`config.mk`:
```
export PLATFORM = sky130hd
export DESIGN_NAME = pipelined_onehot_decoder
export DESIGN_NICKNAME = d
export VERILOG_FILES = /design/src/rtl/decoder_pkg.sv /design/src/rtl/dec_skid_buffer.sv /design/src/rtl/pipelined_onehot_decoder.sv
export SDC_FILE = /design/constraint.sdc
export NUM_CORES = 1
export LEC_CHECK = 0
export ABC_AREA = 1
export BUFFER_PORTS_ARGS = -buffer_cell sky130_fd_sc_hd__clkbuf_2
export CORE_MARGIN = 10
export CORE_UTILIZATION = 53
export CTS_CLUSTER_DIAMETER = 80
export CTS_CLUSTER_SIZE = 25
export DETAILED_ROUTE_END_ITERATION = 8
export PLACE_DENSITY = 0.8
export SYNTH_ARGS = -nofsm -noshare
export SYNTH_HDL_FRONTEND = slang
export SYNTH_SLANG_ARGS = --single-unit
```
`constraint.sdc`:
```
create_clock -name clk -period 1.6 [get_ports clk]
set_input_delay 0.16 -clock clk [delete_from_list [all_inputs] [get_ports clk]]
set_output_delay 0.16 -clock clk [all_outputs]
set_load 0.01 [all_outputs]
```
`src/rtl/decoder_pkg.sv`:
```
// rtl/decoder_pkg.sv - shared decode mode type and the per-channel address-to-code function
package decoder_pkg;

  typedef enum {DEC_ONEHOT = 0, DEC_THERMO = 1} dec_mode_e;

  localparam int MAX_BITS     = 8;
  localparam int MAX_OUT_BITS = 1 << MAX_BITS;

  // Callers narrow the result to their own OUT_BITS; bits above 1<<BITS are always zero.
  function automatic logic [MAX_OUT_BITS-1:0] dec_code(
    input logic [MAX_BITS-1:0] addr,
    input logic                en,
    input dec_mode_e           mode
  );
    logic [MAX_OUT_BITS-1:0] code;
    code = '0;
    for (int i = 0; i < MAX_OUT_BITS; i++) begin
      if (mode == DEC_ONEHOT) begin
        code[i] = en && (i == int'(addr));
      end else begin
        code[i] = en && (i <= int'(addr));
      end
    end
    return code;
  endfunction

endpackage

```
`src/rtl/dec_skid_buffer.sv`:
```
// rtl/dec_skid_buffer.sv - two-entry valid/ready skid buffer with a registered s_tready
module dec_skid_buffer #(
  parameter int WIDTH = 8
) (
  input  logic             clk,
  input  logic             rst_n,
  input  logic [WIDTH-1:0] s_tdata,
  input  logic             s_tvalid,
  output logic             s_tready,
  output logic [WIDTH-1:0] m_tdata,
  output logic             m_tvalid,
  input  logic             m_tready
);

  logic [WIDTH-1:0] out_q;
  logic [WIDTH-1:0] skid_q;
  logic             out_vld_q;
  logic             skid_vld_q;
  logic             ready_q;
  logic             skid_vld_d;
  logic             accept;
  logic             load_out;

  assign accept   = s_tvalid & ready_q;
  assign load_out = !out_vld_q | m_tready;

  // The skid only fills when the output stage is stuck; any drain empties it.
  always_comb begin
    skid_vld_d = skid_vld_q;
    if (load_out) begin
      skid_vld_d = 1'b0;
    end else if (accept) begin
      skid_vld_d = 1'b1;
    end
  end

  always_ff @(posedge clk or negedge rst_n) begin
    if (!rst_n) begin
      out_q      <= '0;
      skid_q     <= '0;
      out_vld_q  <= 1'b0;
      skid_vld_q <= 1'b0;
      ready_q    <= 1'b1;
    end else begin
      skid_vld_q <= skid_vld_d;
      ready_q    <= !skid_vld_d;
      if (load_out) begin
        // A full skid implies ready_q=0, so the older skid beat never races a new accept.
        if (skid_vld_q) begin
          out_q     <= skid_q;
          out_vld_q <= 1'b1;
        end else if (accept) begin
          out_q     <= s_tdata;
          out_vld_q <= 1'b1;
        end else begin
          out_vld_q <= 1'b0;
        end
      end else if (accept) begin
        skid_q <= s_tdata;
      end
    end
  end

  assign s_tready = ready_q;
  assign m_tdata  = out_q;
  assign m_tvalid = out_vld_q;

endmodule

```
`src/rtl/pipelined_onehot_decoder.sv`:
```
// rtl/pipelined_onehot_decoder.sv - multi-channel registered one-hot/thermometer decoder
// Decoded codes plus their OR-reduction are stored in a skid buffer, not the raw addresses.
module pipelined_onehot_decoder
  import decoder_pkg::*;
#(
  parameter  int BITS     = 3,
  parameter  int CHANNELS = 1,
  parameter  int MODE     = 0,
  localparam int OUT_BITS = 1 << BITS
) (
  input  logic                         clk,
  input  logic                         rst_n,
  input  logic                         in_valid,
  output logic                         in_ready,
  input  logic [CHANNELS*BITS-1:0]     in_addr,
  input  logic [CHANNELS-1:0]          in_en,
  output logic                         out_valid,
  input  logic                         out_ready,
  output logic [CHANNELS*OUT_BITS-1:0] out_y,
  output logic                         out_any
);

  localparam int WIDTH = CHANNELS * OUT_BITS + 1;

  if (BITS < 1) begin : g_bad_bits_lo
    $error("Bad BITS value %d", BITS);
  end
  if (BITS > 8) begin : g_bad_bits_hi
    $error("Bad BITS value %d", BITS);
  end
  if (CHANNELS < 1) begin : g_bad_channels
    $error("Bad CHANNELS value %d", CHANNELS);
  end
  if (MODE != 0 && MODE != 1) begin : g_bad_mode
    $error("Bad MODE value %d", MODE);
  end

  logic [CHANNELS*OUT_BITS-1:0] dec_y;
  logic [WIDTH-1:0]             m_tdata;

  for (genvar c = 0; c < CHANNELS; c++) begin : g_chan
    assign dec_y[c*OUT_BITS +: OUT_BITS] =
      OUT_BITS'(dec_code(MAX_BITS'(in_addr[c*BITS +: BITS]), in_en[c], dec_mode_e'(MODE)));
  end

  // out_any travels with its beat so a held output never needs recomputation.
  dec_skid_buffer #(
    .WIDTH(WIDTH)
  ) u_skid (
    .clk      (clk),
    .rst_n    (rst_n),
    .s_tdata  ({|dec_y, dec_y}),
    .s_tvalid (in_valid),
    .s_tready (in_ready),
    .m_tdata  (m_tdata),
    .m_tvalid (out_valid),
    .m_tready (out_ready)
  );

  assign out_y   = m_tdata[WIDTH-2:0];
  assign out_any = m_tdata[WIDTH-1];

endmodule

```
* Yosys cells after proc, flatten, opt, wreduce, memory -nomap -nowiden
Index checks and enable logic that the tools add are counted.
Word-level totals: register bits 21, bits in latches 0, bits in writable memories 0, ROM bits 0, input bits 8, output and inout bits 11, logic and storage cells 36, memories 0
Cells by class: add/subtract/negate cells 0, multipliers 0, divide/modulo/power cells 0, magnitude comparators 0, equal/unequal tests 7, shift-type cells 0, muxes and demuxes 6, bitwise logic cells 3, reductions and logical operators 15
Operators with widths (count):
- $mux W9 | 2
- $eq A3 B3 Y1 const A | 4
- $logic_and A1 B1 Y1 | 8
- $reduce_or A8 Y1 | 1
- $eq A2 B3 Y1 const A | 2
- $mux W1 | 4
- $reduce_and A2 Y1 | 2
- $eq A1 B3 Y1 const A | 1
- $logic_not A3 Y1 | 1
- $logic_not A1 Y1 | 2
- $reduce_bool A2 Y1 | 1
- $and A1 B1 Y1 | 1
- $not A1 Y1 | 1
- $or A1 B1 Y1 | 1

* Longest topological paths before layout
depth in word-level cells 5, mapped depth 7, gate-level depth less buffers 6

* Hierarchy
From an unflattened synthesis, not the netlist that was laid out.
Unflattened totals: cell total of the unflattened synthesis 134, area, all modules 1071.0 µm²
By module, submodules not included:
- dec_skid_buffer | times used 1, cells an instance 116, area each 1003.5 µm², sequential area each 526.8 µm²
- pipelined_onehot_decoder | times used 1, cells an instance 18, area each 67.6 µm², sequential area each 0.0 µm²

* Worst setup path before layout
Ideal clock, no wire load.
path kind reg2reg, from reg u_skid.ready_q (netlist: u_skid.s_tready), to reg u_skid.skid_q[7], arrival 1060 ps, required time 1481 ps, setup slack 421 ps, cell stages (with the launch flop) 7, buffers on the path 1, clock period less this slack 1179 ps, path through dfstp_2 -> nand2_2 -> nor2_4 -> inv_2 -> buf_6 -> nand2_2 -> o21ai_2
On the way: word-level cells in the longest chain between the ends 2
RTL lines:
- start, declared | RTL line dec_skid_buffer.sv:19 | logic ready_q;
- start signal, assigned | RTL line dec_skid_buffer.sv:46 | ready_q <= !skid_vld_d;
- $and A1 B1 Y1 | RTL line dec_skid_buffer.sv:24 | assign accept = s_tvalid & ready_q;
- $reduce_and A2 Y1 (no source line)
- end signal, assigned | RTL line dec_skid_buffer.sv:59 | skid_q <= s_tdata;
- end, declared | RTL line dec_skid_buffer.sv:16 | logic [WIDTH-1:0] skid_q;
Every way passes these cells. A chain may end at the register's enable or synchronous reset.

* Final worst setup path
from reg u_skid.skid_vld_q, to reg u_skid.out_q[3] (netlist: u_skid.m_tdata[3])
On the way: word-level cells in the longest chain between the ends 2
RTL lines:
- start, declared | RTL line dec_skid_buffer.sv:18 | logic skid_vld_q;
- start signal, assigned | RTL line dec_skid_buffer.sv:45 | skid_vld_q <= skid_vld_d;
- $reduce_bool A2 Y1 (no source line)
- $reduce_and A2 Y1 (no source line)
- end signal, assigned | RTL line dec_skid_buffer.sv:50 | out_q <= skid_q;
- end signal, assigned | RTL line dec_skid_buffer.sv:53 | out_q <= s_tdata;
- end, declared | RTL line dec_skid_buffer.sv:15 | logic [WIDTH-1:0] out_q;
Several ways; a longest one is shown, not always the timed one.

==> results.sh <==
export IMPL_dr_pass1_iters=4
export IMPL_tightest_slew_ns=0.512
export IMPL_ant_nets=0
export IMPL_grt_pass1_vias=799
export IMPL_pwr_share_comb_pct=26.9
export IMPL_setup_viol=0
export IMPL_synth_simple_gate_area_share_pct=35.4
export IMPL_wl_mm=1.95
export IMPL_final_nets=154
export IMPL_grt_use_total_pct=10.1
export IMPL_grt_max_degree=22
export IMPL_numPortBuffers=18
export IMPL_swShare_pct=33.5
export IMPL_fmax_ghz=0.777
export IMPL_cp_end_kind="flop"
export IMPL_synth_top_family_by_area="simple AND/OR/NAND/NOR gates"
export IMPL_synth_cell_area_mm2=0.00106
export IMPL_hold_path_class="primary input to flop"
export IMPL_worstPathArrival_ns=1.48
export IMPL_yosysWarnings=0
export IMPL_fin_crit_sh_pct=80.5
export IMPL_synth_distinct_cells=18
export IMPL_synthesis_nets=133
export IMPL_numCtsBuffers=3
export IMPL_cts_root_buf="clkbuf_4"
export IMPL_layout_commonest_cell="nand2_1"
export IMPL_startpoint_type="flop"
export IMPL_vdd_ir_drop_max_mv=0.626
export IMPL_drive_above_1_share_pct=35.2
export IMPL_wl_per_cell_um=11.3
export IMPL_syn2layout_area_growth_pct=12.0
export IMPL_clock_path_buffers=2
export IMPL_setup_ws_ns=0.313
export IMPL_rows=16
export IMPL_syn_inst=125
export IMPL_required_ns=1.80
export IMPL_cts_max_level=1
export IMPL_p_clk_share_pct=19.5
export IMPL_diodes=0
export IMPL_drc=0
export IMPL_via_count=814
export IMPL_cap_violations=0
export IMPL_clock_sinks=21
export IMPL_slew_violations=0
export IMPL_initial_utilization_pct=55.0
export IMPL_cp_max_fo=17
export IMPL_internal_power_mw=0.847
export IMPL_clkSlewWorstSetupHoldPaths_ns=0.11
export IMPL_post_route_min_period_ns=1.29
export IMPL_clock_skew_ns=0.00153
export IMPL_yosys_mux_area_fraction_pct=0
export IMPL_overflow=0
export IMPL_io_pin_count=19
export IMPL_final_cell_mix="38 x nand2_1, 20 x dfrtp_1, 18 x clkbuf_2"
export IMPL_seqPwrFrac_pct=53.6
export IMPL_insertion_delay_ns=0.29
export IMPL_grt_pass1_wl_mm=3.57
export IMPL_syn_mean_instance_area_um2=8.46
export IMPL_status="completed"
export IMPL_hpwl_mm=1.52
export IMPL_die_x_um=64.7
export IMPL_p_leak_nw=0.675
export IMPL_synth_fa_ha_area_share_pct=0
export IMPL_coreArea_mm2=0.00192
export IMPL_vias_per_cell=4.73
export IMPL_dieHeight_um=64.7
export IMPL_drt_initial_drc_count=25
export IMPL_path_class="flop to flop"
export IMPL_p_per_area_mw_per_mm2=1080
export IMPL_place_congestion=0.791
export IMPL_place_ws_ns=0.328
export IMPL_synth_compound_area_share_pct=7.69
export IMPL_antenna_found_initial=0
export IMPL_cts_tree="done"
export IMPL_synthXorXnorAreaFrac_pct=0
export IMPL_rsz0062_at_grt="no"
export IMPL_tns_ns=0
export IMPL_synth_yosys_seq_area_share_pct=49.8
export IMPL_max_slew_margin_pct=65.8
export IMPL_ys_seq_elements=21
export IMPL_p_sw_mw=0.427
export IMPL_dieArea_mm2=0.00418
export IMPL_reg2reg_slack_ns=0.31
export IMPL_finalHoldViolCount=0
export IMPL_cts_resized=0
[worst max-delay path: stages, from the launching register on]
cell,delay (ns)
dfrtp_1,0.43
inv_2,0.22
nand2_4,0.09
nand2_4,0.19
inv_1,0.11
nand3_1,0.10
nand2_1,0.05
[cell type report]
class | instances | area, um^2
timing repair buffer | 19 | 100
tap | 27 | 33.8
fill | 189 | 738
multi-input combinational | 90 | 455
inverter | 11 | 41.3
clock buffer | 4 | 26.3
sequential | 21 | 527
[final timing paths]
path / from / endpoint / cells after the start
max in group asynchronous: rst_n / u_skid.s_tready / 2
worst min-delay path: out_ready / u_skid.m_tvalid / 4
min in group asynchronous: rst_n / u_skid.m_tdata[1] / 2
worst max register to register: u_skid.skid_vld_q / u_skid.m_tdata[3] / 6
worst max-delay path: u_skid.skid_vld_q / u_skid.m_tdata[3] / 6
worst min register to register: u_skid.skid_q[4] / u_skid.skid_q[4] / 2
[layer usage]
| metal | wire length (um) | vias to the layer above | share of wire [%] | GRT usage, % |
|---|---|---|---|---|
| li1 | - | 425 | - | - |
| met1 | 883 | 362 | 45 | 13.0 |
| met2 | 909 | 25 | 47 | 15.9 |
| met3 | 147 | 2 | 7.6 | 3.61 |
| met4 | 7 | 0 | 0.36 | 2.41 |
| met5 | 0 | - | 0 | 0 |
[cell usage after synthesis, drive strengths merged]
| cell type | instances | share of area (%) |
|---|---|---|
| nor2 | 18 | 7.3 |
| nand2 | 54 | 24 |
| dfstp | 1 | 2.5 |
| o21ai | 11 | 7.7 |
| buf | 3 | 3.2 |
| inv | 11 | 3.9 |
| dfrtp | 20 | 47 |
| nand3 | 4 | 1.9 |
| or2 | 1 | 0.59 |
| nand4 | 2 | 1.2 |
[power groups by stage]
stage                     clock network [mW]  registers (mW)  logic [mW]
final                                  0.248           0.683       0.342
after floorplan                            0           0.714       0.219
after global routing                   0.290           0.696       0.393
after detailed placement                   0           0.694       0.347
after global placement                     0           0.689       0.341
after CTS                              0.262           0.684       0.351
[sequential cells by signal (all words and copies together) (netlist names)]
register,cells
u_skid.m_tdata,9
u_skid.skid_q,9
u_skid.m_tvalid,1
u_skid.s_tready,1
u_skid.skid_vld_q,1
[logic make-up (layout without fill, tap and decap cells)]
family | after synthesis | in the layout
AOI/OAI and AO/OA | 11 | 11
buffers and inverters | 14 | 34
DFF | 21 | 21
and+or+nand+nor | 79 | 79
[stage by stage]
step	hold slack [ns]	area (um^2)	power (mW)	cells	utilization [%]
6_report	0.166	1180	1.27	172	61.6
4_1_cts	0.153	1180	1.30	172	61.6
3_3_place_gp	0.154	1150	1.03	167	59.7
5_1_grt	0.156	1180	1.38	172	61.6
2_1_floorplan	-0.136	1060	0.933	125	-
3_5_place_dp	0.155	1150	1.04	167	59.7
[timing repair]
action | 4_1_cts | 5_1_grt
hold buffers | 1 | 0
buffers inserted | 0 | 0
hold endpoints to repair | 20 | 0
Power figures use the tool's default switching activity.
